`src/rtl/sqrt_iter_ctrl.sv`:
```
// ============================================================================
// sqrt_iter_ctrl : restoring square-root sequencer, one root bit per cycle.
// Optional: SQRT_STICKY_EN adds out_sticky (remainder non-zero).
// Rev 1.0 - initial release
// ============================================================================
`default_nettype none

module sqrt_iter_ctrl #(
  parameter int WIDTH = 24
) (
  input  logic                 clk,
  input  logic                 rst_n,
  input  logic                 in_valid,
  output logic                 in_ready,
  input  logic [WIDTH-1:0]     in_radicand,
  output logic                 out_valid,
  input  logic                 out_ready,
  output logic [WIDTH/2-1:0]   out_root,
  output logic [WIDTH/2:0]     out_rem,
  output logic                 busy
`ifdef SQRT_STICKY_EN
  ,
  output logic                 out_sticky
`endif
);

  localparam int N  = WIDTH / 2;
  localparam int CW = (N > 1) ? $clog2(N) : 1;
  localparam logic [CW-1:0] C_LAST = CW'(N - 1);

  if ((WIDTH % 2 != 0) || (WIDTH < 4)) begin : g_bad_width
    $error("sqrt_iter_ctrl: WIDTH must be even and >= 4");
  end

  typedef enum logic [1:0] {
    ST_IDLE = 2'd0,
    ST_CALC = 2'd1,
    ST_DONE = 2'd2
  } state_t;

  state_t             r_state;
  state_t             w_state_nxt;
  logic [WIDTH-1:0]   r_rad;
  logic [N+1:0]       r_rem;
  logic [N-1:0]       r_root;
  logic [CW-1:0]      r_cnt;

  logic               w_accept;
  logic               w_last;
  logic [N+1:0]       w_rem_sh;
  logic [N+1:0]       w_trial;
  logic               w_borrow;
  logic [N+1:0]       w_rem_nxt;
  logic [N-1:0]       w_root_nxt;
  logic               w_unused_rem_msb;

  assign w_accept   = in_valid && (r_state == ST_IDLE);
  assign w_last     = (r_state == ST_CALC) && (r_cnt == C_LAST);

  // Partial remainder never exceeds N bits before the shift, so its top two
  // bits can be dropped when bringing down the next radicand pair.
  assign w_rem_sh   = {r_rem[N-1:0], r_rad[WIDTH-1:WIDTH-2]};
  assign w_trial    = {r_root, 2'b01};
  assign w_borrow   = (w_rem_sh < w_trial);
  assign w_rem_nxt  = w_borrow ? w_rem_sh : (w_rem_sh - w_trial);
  assign w_root_nxt = {r_root[N-2:0], ~w_borrow};

  always_ff @(posedge clk or negedge rst_n) begin
    if (!rst_n) begin
      r_state <= ST_IDLE;
    end else begin
      r_state <= w_state_nxt;
    end
  end

  always_comb begin
    w_state_nxt = r_state;
    in_ready    = 1'b0;
    out_valid   = 1'b0;
    busy        = 1'b1;
    case (r_state)
      ST_IDLE: begin
        in_ready = 1'b1;
        busy     = 1'b0;
        if (in_valid) w_state_nxt = ST_CALC;
      end
      ST_CALC: begin
        if (r_cnt == C_LAST) w_state_nxt = ST_DONE;
      end
      ST_DONE: begin
        out_valid = 1'b1;
        if (out_ready) w_state_nxt = ST_IDLE;
      end
      default: begin
        w_state_nxt = ST_IDLE;
      end
    endcase
  end

  always_ff @(posedge clk or negedge rst_n) begin
    if (!rst_n) begin
      r_rad  <= '0;
      r_rem  <= '0;
      r_root <= '0;
      r_cnt  <= '0;
    end else if (w_accept) begin
      r_rad  <= in_radicand;
      r_rem  <= '0;
      r_root <= '0;
      r_cnt  <= '0;
    end else if (r_state == ST_CALC) begin
      r_rad  <= {r_rad[WIDTH-3:0], 2'b00};
      r_rem  <= w_rem_nxt;
      r_root <= w_root_nxt;
      r_cnt  <= r_cnt + CW'(1);
    end
  end

  assign out_root         = r_root;
  assign out_rem          = r_rem[N:0];
  assign w_unused_rem_msb = r_rem[N+1];

`ifdef SQRT_STICKY_EN
  logic r_sticky;

  always_ff @(posedge clk or negedge rst_n) begin
    if (!rst_n) begin
      r_sticky <= 1'b0;
    end else if (w_accept) begin
      r_sticky <= 1'b0;
    end else if (w_last) begin
      r_sticky <= |w_rem_nxt;
    end
  end

  assign out_sticky = r_sticky;
`endif

endmodule

`default_nettype wire

```
`config.mk`:
```
export PLATFORM = sky130hd
export DESIGN_NAME = sqrt_iter_ctrl
export DESIGN_NICKNAME = d
export VERILOG_FILES = /design/src/rtl/sqrt_iter_ctrl.sv
export SDC_FILE = /design/constraint.sdc
export NUM_CORES = 1
export LEC_CHECK = 0
export BUFFER_PORTS_ARGS = -buffer_cell sky130_fd_sc_hd__clkbuf_2
export CAP_MARGIN = 25
export CORE_ASPECT_RATIO = 0.8
export CORE_MARGIN = 1.5
export CORE_UTILIZATION = 55
export CTS_BUF_LIST = sky130_fd_sc_hd__clkbuf_16
export DETAILED_ROUTE_END_ITERATION = 6
export HOLD_SLACK_MARGIN = 0.02
export PLACE_DENSITY = 0.84
export SYNTH_ARGS = -nofsm -noshare
export SYNTH_HDL_FRONTEND = slang
export SYNTH_SLANG_ARGS = --single-unit
```
`constraint.sdc`:
```
create_clock -name clk -period 2.33 [get_ports clk]
set_input_delay 0.5825 -clock clk [delete_from_list [all_inputs] [get_ports clk]]
set_output_delay 0.5825 -clock clk [all_outputs]
set_load 0.03 [all_outputs]
```
# Word level (Yosys, flattened, before mapping)
# Cells that the tools add are included.
dict set report word_totals {
  ff_bits 55
  input_bits 28
  wordCells 35
}
dict set report op_classes {
  addsub 2
  n_lt_le_gt_ge 1
  n_eq_ne 6
  n_mux 16
  n_bitwise 1
  n_reduce_logical 4
}
# op count
set op_table {}
lappend op_table {{24-bit two-way mux} 2}
lappend op_table {{13-bit two-way mux} 3}
lappend op_table {{12-bit two-way mux} 2}
lappend op_table {{14-bit < comparator} 1}
lappend op_table {{13-bit subtractor} 1}
lappend op_table {{4-bit two-way mux} 2}
lappend op_table {{2-bit two-way mux} 3}
lappend op_table {{2-bit != test, second input constant} 3}
lappend op_table {{2-bit case mux with 3 select lines} 1}
lappend op_table {{4-bit by 1-bit adder with 4-bit output, second input constant} 1}
lappend op_table {{4-bit == test, second input constant} 1}
lappend op_table {{1-bit two-way mux} 3}
lappend op_table {{3-bit AND reduction} 1}
lappend op_table {{2-bit by 1-bit == test with 1-bit output, second input constant} 1}
lappend op_table {{2-bit == test, second input constant} 1}
lappend op_table {{2-bit logical NOT} 1}
lappend op_table {{2-bit nonzero test} 1}
lappend op_table {{1-bit logical AND} 1}
lappend op_table {{1-bit inverter} 1}

# Logic depth before layout (Yosys ltp)
dict set report depth {
  depth_word 4
  depth_mapped 9
  ltp_nobuf 8
}

# Least setup slack after synthesis
# Ideal clock, no wire load.
dict set report synth_timing {
  path_type {register to register}
  startpoint {register r_root[9], in the netlist out_root[9]}
  endpoint {register r_rem[3]}
  setup_time_ps 104
  arrival_ps 2243
  required_time_ps 2226
  slack_ps -17
  stages_incl_launch_ff 10
  path_buffers 1
  synth_period_minus_slack_ps 2347
  cell_sequence {dfrtp_1 > inv_1 > ha_1 > a21o_1 > a21o_1 > a221o_1 > a21oi_4 > buf_6 > nand3_1 > o311ai_1}
}
dict set report synth_between {
  elab_chain_len 4
}
# element line
set synth_rtl {}
lappend synth_rtl {{from (decl)} 45} ;# logic [N-1:0] r_root;
lappend synth_rtl {{from (signal assigned)} 114} ;# r_root <= w_root_nxt;
lappend synth_rtl {{14-bit < comparator} 64} ;# assign w_borrow = (w_rem_sh < w_trial);
lappend synth_rtl {{13-bit two-way mux} 65} ;# assign w_rem_nxt = w_borrow ? w_rem_sh : (w_rem_sh - w_trial);
lappend synth_rtl {{13-bit two-way mux} 111} ;# end else if (r_state == ST_CALC) begin
lappend synth_rtl {{13-bit two-way mux} 106} ;# end else if (w_accept) begin
lappend synth_rtl {{to (signal assigned)} 113} ;# r_rem <= w_rem_nxt;
lappend synth_rtl {{to (decl)} 44} ;# logic [N+1:0] r_rem;
# Every way passes these cells. The select of a mux whose other input is x is not followed.
# A chain may end at the register's enable or synchronous reset.

# Worst setup path in the final report
dict set report layout_timing {
  startpoint {register r_root[9], in the netlist out_root[9]}
  endpoint {register r_rem[0]}
}
# The elaborated chain is that of the path after synthesis.

==> metrics.txt <==
# TYPE chip_impl_metric gauge
chip_impl_info{name="outcome",value="complete, no violations"} 1
chip_impl_metric{name="finalHoldWorstSlack",unit="ns"} 0.276
chip_impl_metric{name="die_height",unit="microns"} 68.4
chip_impl_metric{name="detail_route.drc_violations",unit=""} 0
chip_impl_metric{name="fin_nets",unit=""} 408
chip_impl_metric{name="aggregate_global_route_resource_usage",unit="%"} 24.5
chip_impl_metric{name="grt_pass1_vias",unit=""} 2224
chip_impl_metric{name="grt_first_pass_wirelength",unit="mm"} 11.1
chip_impl_metric{name="timing.setup.tns",unit="ns"} 0
chip_impl_metric{name="tightestPinTransition",unit="ns"} 0.741
chip_impl_info{name="grt_setup_unrepaired",value="false"} 1
chip_impl_info{name="min_delay_path_class",value="primary input to asynchronous set/reset pin"} 1
chip_impl_metric{name="area_delta_synth_final",unit="%"} 19.9
chip_impl_metric{name="num-fill-cells",unit=""} 380
chip_impl_metric{name="num_io_pins",unit=""} 56
chip_impl_metric{name="multi_input_comb_area",unit="sq um"} 1440
chip_impl_metric{name="clock-sinks",unit=""} 55
chip_impl_info{name="crit_path_start",value="out_root[9]"} 1
chip_impl_metric{name="tritonroute_pass_1_iters",unit=""} 5
chip_impl_info{name="worst_setup_path_start_kind",value="flip-flop"} 1
chip_impl_info{name="ctsRootBufferMaster",value="sky130_fd_sc_hd__clkbuf_16"} 1
chip_impl_metric{name="pin_count_of_the_biggest_net_entering_global_routing",unit=""} 47
chip_impl_metric{name="clk-insertion-delay-late",unit="ns"} 0.29
chip_impl_metric{name="cts.clk_slew.worst_paths",unit="ns"} 0.07
chip_impl_metric{name="fp-row-count",unit=""} 23
chip_impl_metric{name="final-max-slew-violation-count",unit=""} 0
chip_impl_metric{name="fraction_of_the_cycle_the_final_worst_path_needs",unit="%"} 93.9
chip_impl_metric{name="rr_worst_depth",unit=""} 9
chip_impl_metric{name="globalplace.congestion",unit=""} 0.869
chip_impl_metric{name="layout-drive-gt1-share",unit="%"} 22.1
chip_impl_info{name="r2r-end",value="r_rem[0]"} 1
chip_impl_metric{name="skew",unit="ns"} 0.00504
chip_impl_metric{name="coreArea",unit="sq um"} 5060
chip_impl_info{name="most_common_cell_after_layout_fill_and_taps_aside",value="sky130_fd_sc_hd__clkbuf_2"} 1
chip_impl_metric{name="syn-num-nets",unit=""} 355
chip_impl_metric{name="start_util",unit="%"} 58.0
chip_impl_metric{name="via_count",unit=""} 2573
chip_impl_metric{name="design.die.area",unit="sq um"} 5790
chip_impl_metric{name="register_to_register_setup_slack",unit="ns"} 0.14
chip_impl_metric{name="regArea",unit="sq um"} 1380
chip_impl_metric{name="slew_headroom",unit="%"} 50.5
chip_impl_metric{name="io_buffers",unit=""} 55
chip_impl_metric{name="synth-seq-cells",unit=""} 55
chip_impl_metric{name="setup_violation_total_in_the_final_timing_report",unit=""} 0
chip_impl_metric{name="antenna-diode-count",unit=""} 0
chip_impl_metric{name="syn-cell-area",unit="sq um"} 2940
chip_impl_metric{name="clock_path_buffers",unit=""} 2
chip_impl_metric{name="grt_antenna_before_repair",unit=""} 0
chip_impl_metric{name="viasPerCell",unit=""} 6.00
chip_impl_info{name="cts_tree",value="built"} 1
chip_impl_metric{name="post_synthesis_area_per_instance",unit="sq um"} 9.39
chip_impl_info{name="criticalPathCategory",value="flip-flop to flip-flop"} 1
chip_impl_metric{name="yosysWarningCount",unit=""} 0
chip_impl_metric{name="post-dp-hpwl",unit="mm"} 4.65
chip_impl_metric{name="min_period",unit="ns"} 2.19
chip_impl_metric{name="critPathRequiredTime",unit="ns"} 2.51
chip_impl_metric{name="routed_wl",unit="mm"} 7.03
chip_impl_metric{name="ant_nets",unit=""} 0
chip_impl_metric{name="max_cap_violations",unit=""} 0
chip_impl_metric{name="timing_hold_violations_final",unit=""} 0
chip_impl_metric{name="netlist-cell-type-count",unit=""} 42
chip_impl_metric{name="drt-initial-drc-count",unit=""} 180
chip_impl_info{name="final_cell_mix",value="sky130_fd_sc_hd__clkbuf_2 (55), sky130_fd_sc_hd__dfrtp_1 (54), sky130_fd_sc_hd__nand2_1 (45), sky130_fd_sc_hd__o21ai_0 (41), sky130_fd_sc_hd__a22oi_1 (22)"} 1
chip_impl_info{name="capture_point_of_the_critical_path",value="r_rem[0]"} 1
chip_impl_metric{name="maxClockFrequency",unit="MHz"} 457
chip_impl_metric{name="cp.arrival",unit="ns"} 2.37
chip_impl_metric{name="total_clock_buffers_created_by_cts",unit=""} 5
chip_impl_info{name="rr_startpoint",value="out_root[9]"} 1
chip_impl_metric{name="layout.cell_area.non_filler",unit="sq um"} 3520
chip_impl_metric{name="route.detailed.wl_per_inst",unit="microns"} 16.4
chip_impl_metric{name="global_route.overflow_total",unit=""} 0
chip_impl_metric{name="post-cts-setup-buffers",unit=""} 0
chip_impl_metric{name="placedInstanceArea",unit="sq um"} 3310
chip_impl_metric{name="cts_max_level",unit=""} 2
chip_impl_metric{name="sequential_to_total_area_share_from_yosys_stat",unit="%"} 46.8
chip_impl_metric{name="critical_path.max_fanout",unit=""} 19
chip_impl_metric{name="dieWidth",unit="microns"} 84.7
chip_impl_metric{name="synth_cells",unit=""} 313
chip_impl_info{name="endpoint_kind",value="flip-flop"} 1
## worst min-delay path by stage
stage	end	cells after the start	start
floorplan	out_root[0]	0	rst_n
global placement	r_rad[3]	2	r_rad[3]
detailed placement	r_rad[4]	2	r_rad[4]
CTS	out_root[4]	1	rst_n
global route	r_rad[1]	1	rst_n
finish	r_rem[8]	1	rst_n
## synth_stat cells, drive strengths merged
| cell | number | area, sq um |
|---|---|---|
| a41oi | 1 | 8.76 |
| a32oi | 4 | 35.0 |
| inv | 17 | 63.8 |
| a32o | 3 | 30.0 |
| and2 | 1 | 8.76 |
| a31oi | 1 | 6.26 |
| dfrtp | 55 | 1380 |
| buf | 5 | 30.0 |
| nand2 | 46 | 173 |
| nor2 | 6 | 22.5 |
| o211ai | 4 | 30.0 |
| a22o | 3 | 26.3 |
| mux2 | 1 | 11.3 |
| a21oi | 7 | 50.1 |
| nor2b | 6 | 37.5 |
| a2111oi | 1 | 8.76 |
| clkbuf | 14 | 52.6 |
| xor2 | 3 | 26.3 |
| a21o | 9 | 67.6 |
| mux2i | 1 | 10.0 |
| o21bai | 2 | 15.0 |
| ha | 14 | 175 |
| xnor2 | 7 | 61.3 |
| o311ai | 6 | 52.6 |
| a22oi | 22 | 165 |
| o21ai | 42 | 210 |
| or3 | 1 | 6.26 |
| o31ai | 1 | 7.51 |
| nand2b | 5 | 31.3 |
| nand3 | 15 | 75.1 |
| nand4 | 2 | 12.5 |
| a221o | 1 | 10.0 |
| nor3 | 3 | 15.0 |
| and3 | 1 | 6.26 |
| or2 | 1 | 6.26 |
| o21a | 2 | 15.0 |
## metrics by stage
stage               util, %  std cells  setup WS [ns]
finish                 69.6        429          0.142
global placement       65.4        420          0.223
global route           69.6        429        0.00389
CTS                    68.8        428          0.107
floorplan                 -        313        0.00730
detailed placement     65.4        420          0.150
## cell type report
cell class	instances	share of cell area, %
multi-input cells	222	40.9
well taps	62	2.20
repair buffers	65	11.2
clock buffers	5	3.55
flip-flops and latches	55	39.1
clock inverters	3	1.21
inverters	17	1.81
## critical path, stage by stage (launching register included)
cell	delay [ns]
sky130_fd_sc_hd__dfrtp_2	0.38
sky130_fd_sc_hd__inv_1	0.06
sky130_fd_sc_hd__ha_1	0.36
sky130_fd_sc_hd__and3_1	0.22
sky130_fd_sc_hd__and2_4	0.18
sky130_fd_sc_hd__a221o_1	0.37
sky130_fd_sc_hd__a21oi_4	0.15
sky130_fd_sc_hd__buf_12	0.17
sky130_fd_sc_hd__xnor2_1	0.12
sky130_fd_sc_hd__o21ai_1	0.07
## metal layers
metal  vias to the layer above  routed length [microns]  share of wire [%]  track usage (%)
met5                         -                        0                  0                0
met4                         0                      133                1.9             9.68
met3                        15                      331                4.7             3.98
met2                        84                     3270                 47             34.9
met1                      1238                     3290                 47             37.1
li1                       1236                        -                  -                -
## timing repair
action	4_1_cts	5_1_grt
setup endpoints to repair	0	3
resized for setup	0	3
hold buffers	0	0
## logic make-up (layout without fill, tap and decap cells)
kind of cell	Yosys count	count (layout)	share of synthesized area (%)
adders and majority gates	14	14	5.96
AOI/OAI and AO/OA	109	109	25.1
DFF	55	55	46.8
and+or+nand+nor	87	87	13.4
buffers and inverters	36	90	4.98
xor gates and xnor gates	10	10	2.98
muxes	2	2	0.724
## flip-flops by register name, summed over array words and instances (netlist names)
signal and count:
r_rad 24, r_rem 13, r_state 2, out_root 12, r_cnt 4
Power is not shown: default switching activity piles up to over one toggle a cycle in this logic, so the estimate is an artifact.
